[src/rtl/regfile_pkg.sv]
// Shared constants and encodings for the register-file arbiter slice.
// Optional feature macro used by the slice: REGFILE_R0_ZERO_EN (register 0 hard-wired to zero).
package regfile_pkg;

  localparam int ADDR_W = 5;
  localparam int DATA_W = 32;
  localparam int NREG   = 1 << ADDR_W;

  typedef enum logic {
    ST_INIT = 1'b0,
    ST_RUN  = 1'b1
  } state_t;

  typedef enum logic {
    REQ_A = 1'b0,
    REQ_B = 1'b1
  } req_id_t;

  function automatic req_id_t other_req(input req_id_t id);
    return (id == REQ_A) ? REQ_B : REQ_A;
  endfunction

endpackage

[src/rtl/regfile_arbiter_rr.sv]
// Two-way round-robin arbiter: combinational one-hot grant, registered last-granted pointer.
module rr_arbiter2
  import regfile_pkg::*;
(
  input  logic       clk,
  input  logic       rst,
  input  logic [1:0] req,
  input  logic       accept,
  output logic [1:0] gnt
);

  // Remembers who won last; starting at B gives A priority after reset.
  req_id_t last_q;

  always_comb begin
    gnt = 2'b00;
    if (req[REQ_A] && req[REQ_B]) begin
      gnt[other_req(last_q)] = 1'b1;
    end else begin
      gnt = req;
    end
  end

  always_ff @(posedge clk) begin
    if (rst) begin
      last_q <= REQ_B;
    end else if (accept && (|req)) begin
      last_q <= gnt[REQ_B] ? REQ_B : REQ_A;
    end
  end

endmodule

[src/rtl/regfile_arbiter.sv]
// Round-robin shared access port for a 32x32 register file with a post-reset clear sweep.
// Optional feature macro: REGFILE_R0_ZERO_EN (register 0 reads as zero, writes to it suppressed).
module regfile_arbiter #(
  parameter int ADDR_W = regfile_pkg::ADDR_W,
  parameter int DATA_W = regfile_pkg::DATA_W
) (
  input  logic              iClk,
  input  logic              iRst,
  input  logic              iReqA,
  input  logic              iWeA,
  input  logic [ADDR_W-1:0] iAddrA,
  input  logic [DATA_W-1:0] iWdataA,
  output logic              oGntA,
  output logic [DATA_W-1:0] oRdataA,
  output logic              oRvalidA,
  input  logic              iReqB,
  input  logic              iWeB,
  input  logic [ADDR_W-1:0] iAddrB,
  input  logic [DATA_W-1:0] iWdataB,
  output logic              oGntB,
  output logic [DATA_W-1:0] oRdataB,
  output logic              oRvalidB,
  output logic              oRfEna,
  output logic              oRfWe,
  output logic [ADDR_W-1:0] oRfAddr,
  output logic [DATA_W-1:0] oRfWdata,
  input  logic [DATA_W-1:0] iRfRdata,
  output logic              oBusy
);
  import regfile_pkg::*;

  // Handshake: a requester raises iReqX with stable iWeX/iAddrX/iWdataX and holds it until
  // oGntX pulses for one cycle; the access is issued in that same cycle. A read then returns
  // one cycle later with a one-cycle oRvalidX pulse. oBusy=1 means requests are ignored.

  state_t            state;
  logic [ADDR_W-1:0] sweep_cnt;

  logic              rd_pend;
  req_id_t           rd_id;
  logic              rd_zero;

  logic [1:0]        elig;
  logic [1:0]        gnt;
  req_id_t           win_id;
  logic              win_we;
  logic [ADDR_W-1:0] win_addr;
  logic [DATA_W-1:0] win_wdata;
  logic              win_r0;

  // Masking with the current grant keeps a request held one cycle too long from winning twice.
  assign elig[REQ_A] = iReqA & ~oGntA;
  assign elig[REQ_B] = iReqB & ~oGntB;

  rr_arbiter2 u_arb (
    .clk    (iClk),
    .rst    (iRst),
    .req    (elig),
    .accept (state == ST_RUN),
    .gnt    (gnt)
  );

  always_comb begin
    win_id    = gnt[REQ_B] ? REQ_B : REQ_A;
    win_we    = iWeA;
    win_addr  = iAddrA;
    win_wdata = iWdataA;
    if (win_id == REQ_B) begin
      win_we    = iWeB;
      win_addr  = iAddrB;
      win_wdata = iWdataB;
    end
  end

`ifdef REGFILE_R0_ZERO_EN
  assign win_r0 = (win_addr == '0);
`else
  assign win_r0 = 1'b0;
`endif

  always_ff @(posedge iClk) begin
    if (iRst) begin
      state     <= ST_INIT;
      sweep_cnt <= '0;
      oGntA     <= 1'b0;
      oGntB     <= 1'b0;
      oRvalidA  <= 1'b0;
      oRvalidB  <= 1'b0;
      oRdataA   <= '0;
      oRdataB   <= '0;
      oRfEna    <= 1'b0;
      oRfWe     <= 1'b0;
      oRfAddr   <= '0;
      oRfWdata  <= '0;
      oBusy     <= 1'b1;
      rd_pend   <= 1'b0;
      rd_id     <= REQ_A;
      rd_zero   <= 1'b0;
    end else begin
      oGntA    <= 1'b0;
      oGntB    <= 1'b0;
      oRvalidA <= 1'b0;
      oRvalidB <= 1'b0;
      oRfEna   <= 1'b0;
      oRfWe    <= 1'b0;
      rd_pend  <= 1'b0;

      // Read data is valid on iRfRdata during the cycle the read address is presented.
      if (rd_pend) begin
        if (rd_id == REQ_A) begin
          oRdataA  <= rd_zero ? '0 : iRfRdata;
          oRvalidA <= 1'b1;
        end else begin
          oRdataB  <= rd_zero ? '0 : iRfRdata;
          oRvalidB <= 1'b1;
        end
      end

      case (state)
        ST_INIT: begin
          oRfEna    <= 1'b1;
          oRfWe     <= 1'b1;
          oRfAddr   <= sweep_cnt;
          oRfWdata  <= '0;
          sweep_cnt <= sweep_cnt + ADDR_W'(1);
          if (&sweep_cnt) begin
            state <= ST_RUN;
            oBusy <= 1'b0;
          end
        end
        ST_RUN: begin
          if (|gnt) begin
            oGntA    <= gnt[REQ_A];
            oGntB    <= gnt[REQ_B];
            oRfEna   <= 1'b1;
            oRfWe    <= win_we & ~win_r0;
            oRfAddr  <= win_addr;
            oRfWdata <= win_wdata;
            rd_pend  <= ~win_we;
            rd_id    <= win_id;
            rd_zero  <= win_r0;
          end
        end
        default: state <= ST_INIT;
      endcase
    end
  end

endmodule
[config.mk]
export PLATFORM = sky130hd
export DESIGN_NAME = regfile_arbiter
export DESIGN_NICKNAME = d
export VERILOG_FILES = /design/src/rtl/regfile_pkg.sv /design/src/rtl/regfile_arbiter_rr.sv /design/src/rtl/regfile_arbiter.sv
export SDC_FILE = /design/constraint.sdc
export NUM_CORES = 1
export LEC_CHECK = 0
export CORE_ASPECT_RATIO = 0.7
export CORE_MARGIN = 2
export CORE_UTILIZATION = 42
export DETAILED_ROUTE_END_ITERATION = 10
export PLACE_DENSITY = 0.81
export SLEW_MARGIN = 20
export SYNTH_ARGS = -nofsm -noshare
export SYNTH_HDL_FRONTEND = slang
export SYNTH_SLANG_ARGS = --single-unit
[constraint.sdc]
create_clock -name iClk -period 1.7 [get_ports iClk]
set_clock_uncertainty 0.2 [all_clocks]
set_input_delay 0.17 -clock iClk [delete_from_list [all_inputs] [get_ports iClk]]
set_output_delay 0.17 -clock iClk [all_outputs]
set_load 0.05 [all_outputs]
==> summary.md, run 1 <==
| Metric | Value |
|---|---|
| Status | `complete, no violations` |
| Die W | `133 µm` |
| Reg2Reg Setup Slack | `0.19 ns` |
| Area of the die | `12,500 µm²` |
| Final ANT Viol Nets | `0` |
| Clock Sinks | `117` |
| CTS clock-pin slew for the worst setup and hold paths | `0.05 ns` |
| Pwr Density | `944 nW/µm²` |
| Initial DRC count | `265` |
| Slew HR | `0.717` |
| Core ar. | `11,200 µm²` |
| Wire length on met2 | `7.70 mm` |
| Fill cells | `866` |
| Resize count post-CTS | `0` |
| Hold WC Path Type | `input port to flip-flop` |
| Startpoint types | `flip-flop` |
| Most frequent cells after synthesis | `nand2_1 (130), dfxtp_1 (117), nand4_1 (69)` |
| Layout cells sized above 1 | `0.213` |
| Fin crit share | `0.889` |
| Total chip power | `7.15 mW` |
| Grt ovf | `0` |
| Root cell of the clock tree | `clkbuf_16` |
| Max Clk Rate | `662 MHz` |
| CTS H-Tree Depth | `4` |
| Met3 wire len | `842 µm` |
| Routed vias | `5,063` |
| Pin count of the biggest net entering global routing | `110` |
| Max Slew Vio Count | `0` |
| Slew @ Worst Pin | `0.424 ns` |
| Layout Nets | `880` |
| Vias per cell | `5.43` |
| Syn Std Cell Area | `4880 µm²` |
| Antenna violations before repair | `0` |
| Initial Utilization | `0.437` |
| Post-CTS Setup Inserts | `0` |
| # IOs | `220` |
| Drt wl/cell | `16.4 µm` |
| CP max stage cell | `dfxtp_1` |
| DP Area | `6920 µm²` |
| Final Hold Fails | `0` |
| Worst setup path category | `flip-flop to flip-flop` |
| CTS Buffer Depth | `2` |
| Final Worst Setup Slack | `0.189 ns` |
| Final min period | `1.51 ns` |
| Synth top area cells | `dfxtp_1 (48%), nand2_1 (10%), nand4_1 (8.8%), a21oi_1 (6.7%), o2111ai_1 (6.6%)` |
| Area Overhead vs Synth | `55.1%` |
| Setup TNS | `0 ns` |
| CP peak stage delay | `0.33 ns` |
| Distinct cells, synth | `37` |
| CTS tree | `done` |
| Register area share after synthesis | `0.480` |
| VDD IR max | `0.852 mV` |
| Synth Register Bits | `117` |
| Top Family by Delay on Critical Path | `adder cells` |
| Async SR Flop Fraction | `0` |
| # diodes | `0` |
| First-pass GRT wire length | `23.9 mm` |
| Most frequent cell after synthesis | `nand2_1` |
| WP buf/inv | `0` |
| Required time of the worst setup path | `1.77 ns` |
| Main flop type after synthesis | `dfxtp_1` |
| Fin area | `7580 µm²` |
| Max layer used | `met4` |
| Worst Path Arrival | `1.58 ns` |
| GRT Total Usage | `0.237` |
| Vias in the first global route | `4,702` |
| Final setup viols | `0` |
| Synth Net Count | `690` |
| Top cell by count, worst path | `ha_1` |
| Dpl hpwl | `10.4 mm` |
| Overall die height | `94.2 µm` |
| Crit path capture type | `flip-flop` |
| Setup slack at placement | `-0.0330 ns` |
| Avg Inst Size Synth | `8.48 µm²` |
| Pre-Repair DR Iteration Count | `4` |
| Max Cap Viol | `0` |
| Total Routed Length | `15.3 mm` |
| GP Congestion | `0.836` |
| Leakage Power | `2.95 nW` |
| Post-Route M1 WL | `6.60 mm` |
| Instance count of the mapped netlist | `576` |
| CP Max Fanout | `4` |
| PortBufs | `219` |
| Rows | `32` |
| Clk_lat worst skew | `0.39 ns` |
| Area share of the largest cell type after synthesis | `0.480` |
| Clock buffer count from CTS | `17` |
| Post-synth EDFFs | `0` |
| Residual DRC | `0` |
| Crit-path cells | `ha_1, and3_1, ha_1, mux2i_1, nor2_1` |
| Number of synthesis warnings | `0` |
| Synth area leader | `dfxtp_1` |
| # hold bufs at CTS | `0` |
| RSZ-0062 raised after global routing | `false` |
-- layer usage --
layer	up-vias	global-route usage
met3	14	0.0534
met2	166	0.405
met5	-	0
li1	2472	-
met4	0	0.0636
met1	2411	0.305
-- registers in the layout, indices dropped and copies added (netlist names) --
| register | count |
|---|---|
| state | 1 |
| oGntB | 1 |
| oRfEna | 1 |
| oRvalidA | 1 |
| sweep_cnt | 5 |
| oRfWe | 1 |
| oRdataA | 32 |
| oRfWdata | 32 |
| rd_id | 1 |
| rd_pend | 1 |
| oRdataB | 32 |
| oRfAddr | 5 |
| oGntA | 1 |
| oBusy | 1 |
| u_arb.last_q | 1 |
| oRvalidB | 1 |
-- worst register-to-register path, cell delays in order (launching register included) --
cell	delay, ns
dfxtp_1	0.33
ha_1	0.22
and3_1	0.18
ha_1	0.27
mux2i_1	0.13
nor2_1	0.05
-- through the flow --
stage               utilization  cells  hold slack, ns
CTS                       0.678    932          0.0951
global route              0.678    932           0.107
detailed placement        0.620    900           0.248
finish                    0.678    932          0.0941
global placement          0.620    900           0.243
floorplan                     -    576           0.106
-- cell usage in the layout, fill, tap and decap left out, types with 2 or more instances in the layout --
cell             instances
a21oi_1                 65
a41oi_1                  5
and3_1                   2
buf_12                  13
buf_4                  115
bufinv_16                4
clkbuf_16               17
clkbuf_8                 4
clkdlybuf4s50_1        110
clkinvlp_4               5
dfxtp_1                117
ha_1                     2
mux2i_1                  2
nand2_1                130
nand2b_1                 3
nand3_1                 33
nand4_1                 69
nor2_1                  10
nor2b_1                  8
nor2b_4                  2
o2111ai_1               37
o211ai_1                 6
-- final cells by class --
| cell class | instances | area, µm² | area share |
|---|---|---|---|
| Clock inverter | 11 | 171 | 0.0226 |
| Timing Repair Buffer | 239 | 2230 | 0.294 |
| Sequential cell | 117 | 2340 | 0.309 |
| Clock buffer | 21 | 480 | 0.0634 |
| Multi-Input combinational cell | 391 | 2160 | 0.285 |
| Tap cell | 153 | 191 | 0.0253 |
-- where the power goes --
group / internal [mW] / total (mW) / leakage, nW / switching [mW]
clock network: 2.61 / 3.86 / 0.304 / 1.25
registers: 2.76 / 2.77 / 0.944 / 0.00994
logic: 0.298 / 0.521 / 1.70 / 0.223
-- worst paths after layout --
path                                   from                         to  cells after the start
setup / recovery  sweep_cnt[0]$_SDFFE_PP0N_  sweep_cnt[4]$_SDFFE_PP0N_                      5
hold / removal                         iRst  sweep_cnt[2]$_SDFFE_PP0N_                      3
setup reg to reg  sweep_cnt[0]$_SDFFE_PP0N_  sweep_cnt[4]$_SDFFE_PP0N_                      5
hold reg to reg     oRdataA[7]$_SDFFE_PP0P_    oRdataA[7]$_SDFFE_PP0P_                      2
-- cell families after synthesis --
logic type	after synthesis	share of synthesized area
fa+ha+maj	2	0.00512
mux	2	0.00410
xor+xnor	2	0.00359
simple gates	266	0.267
buf+inv	68	0.0794
flops	117	0.480
compound gates	119	0.161
Power figures use the tool's default switching activity.
==> run 2, diff against run 1 <==
- SKIP_LAST_GASP: unset -> 1
==> results of run 2 <==
No change in the layout: final DEF, timing and power equal those of run 1.
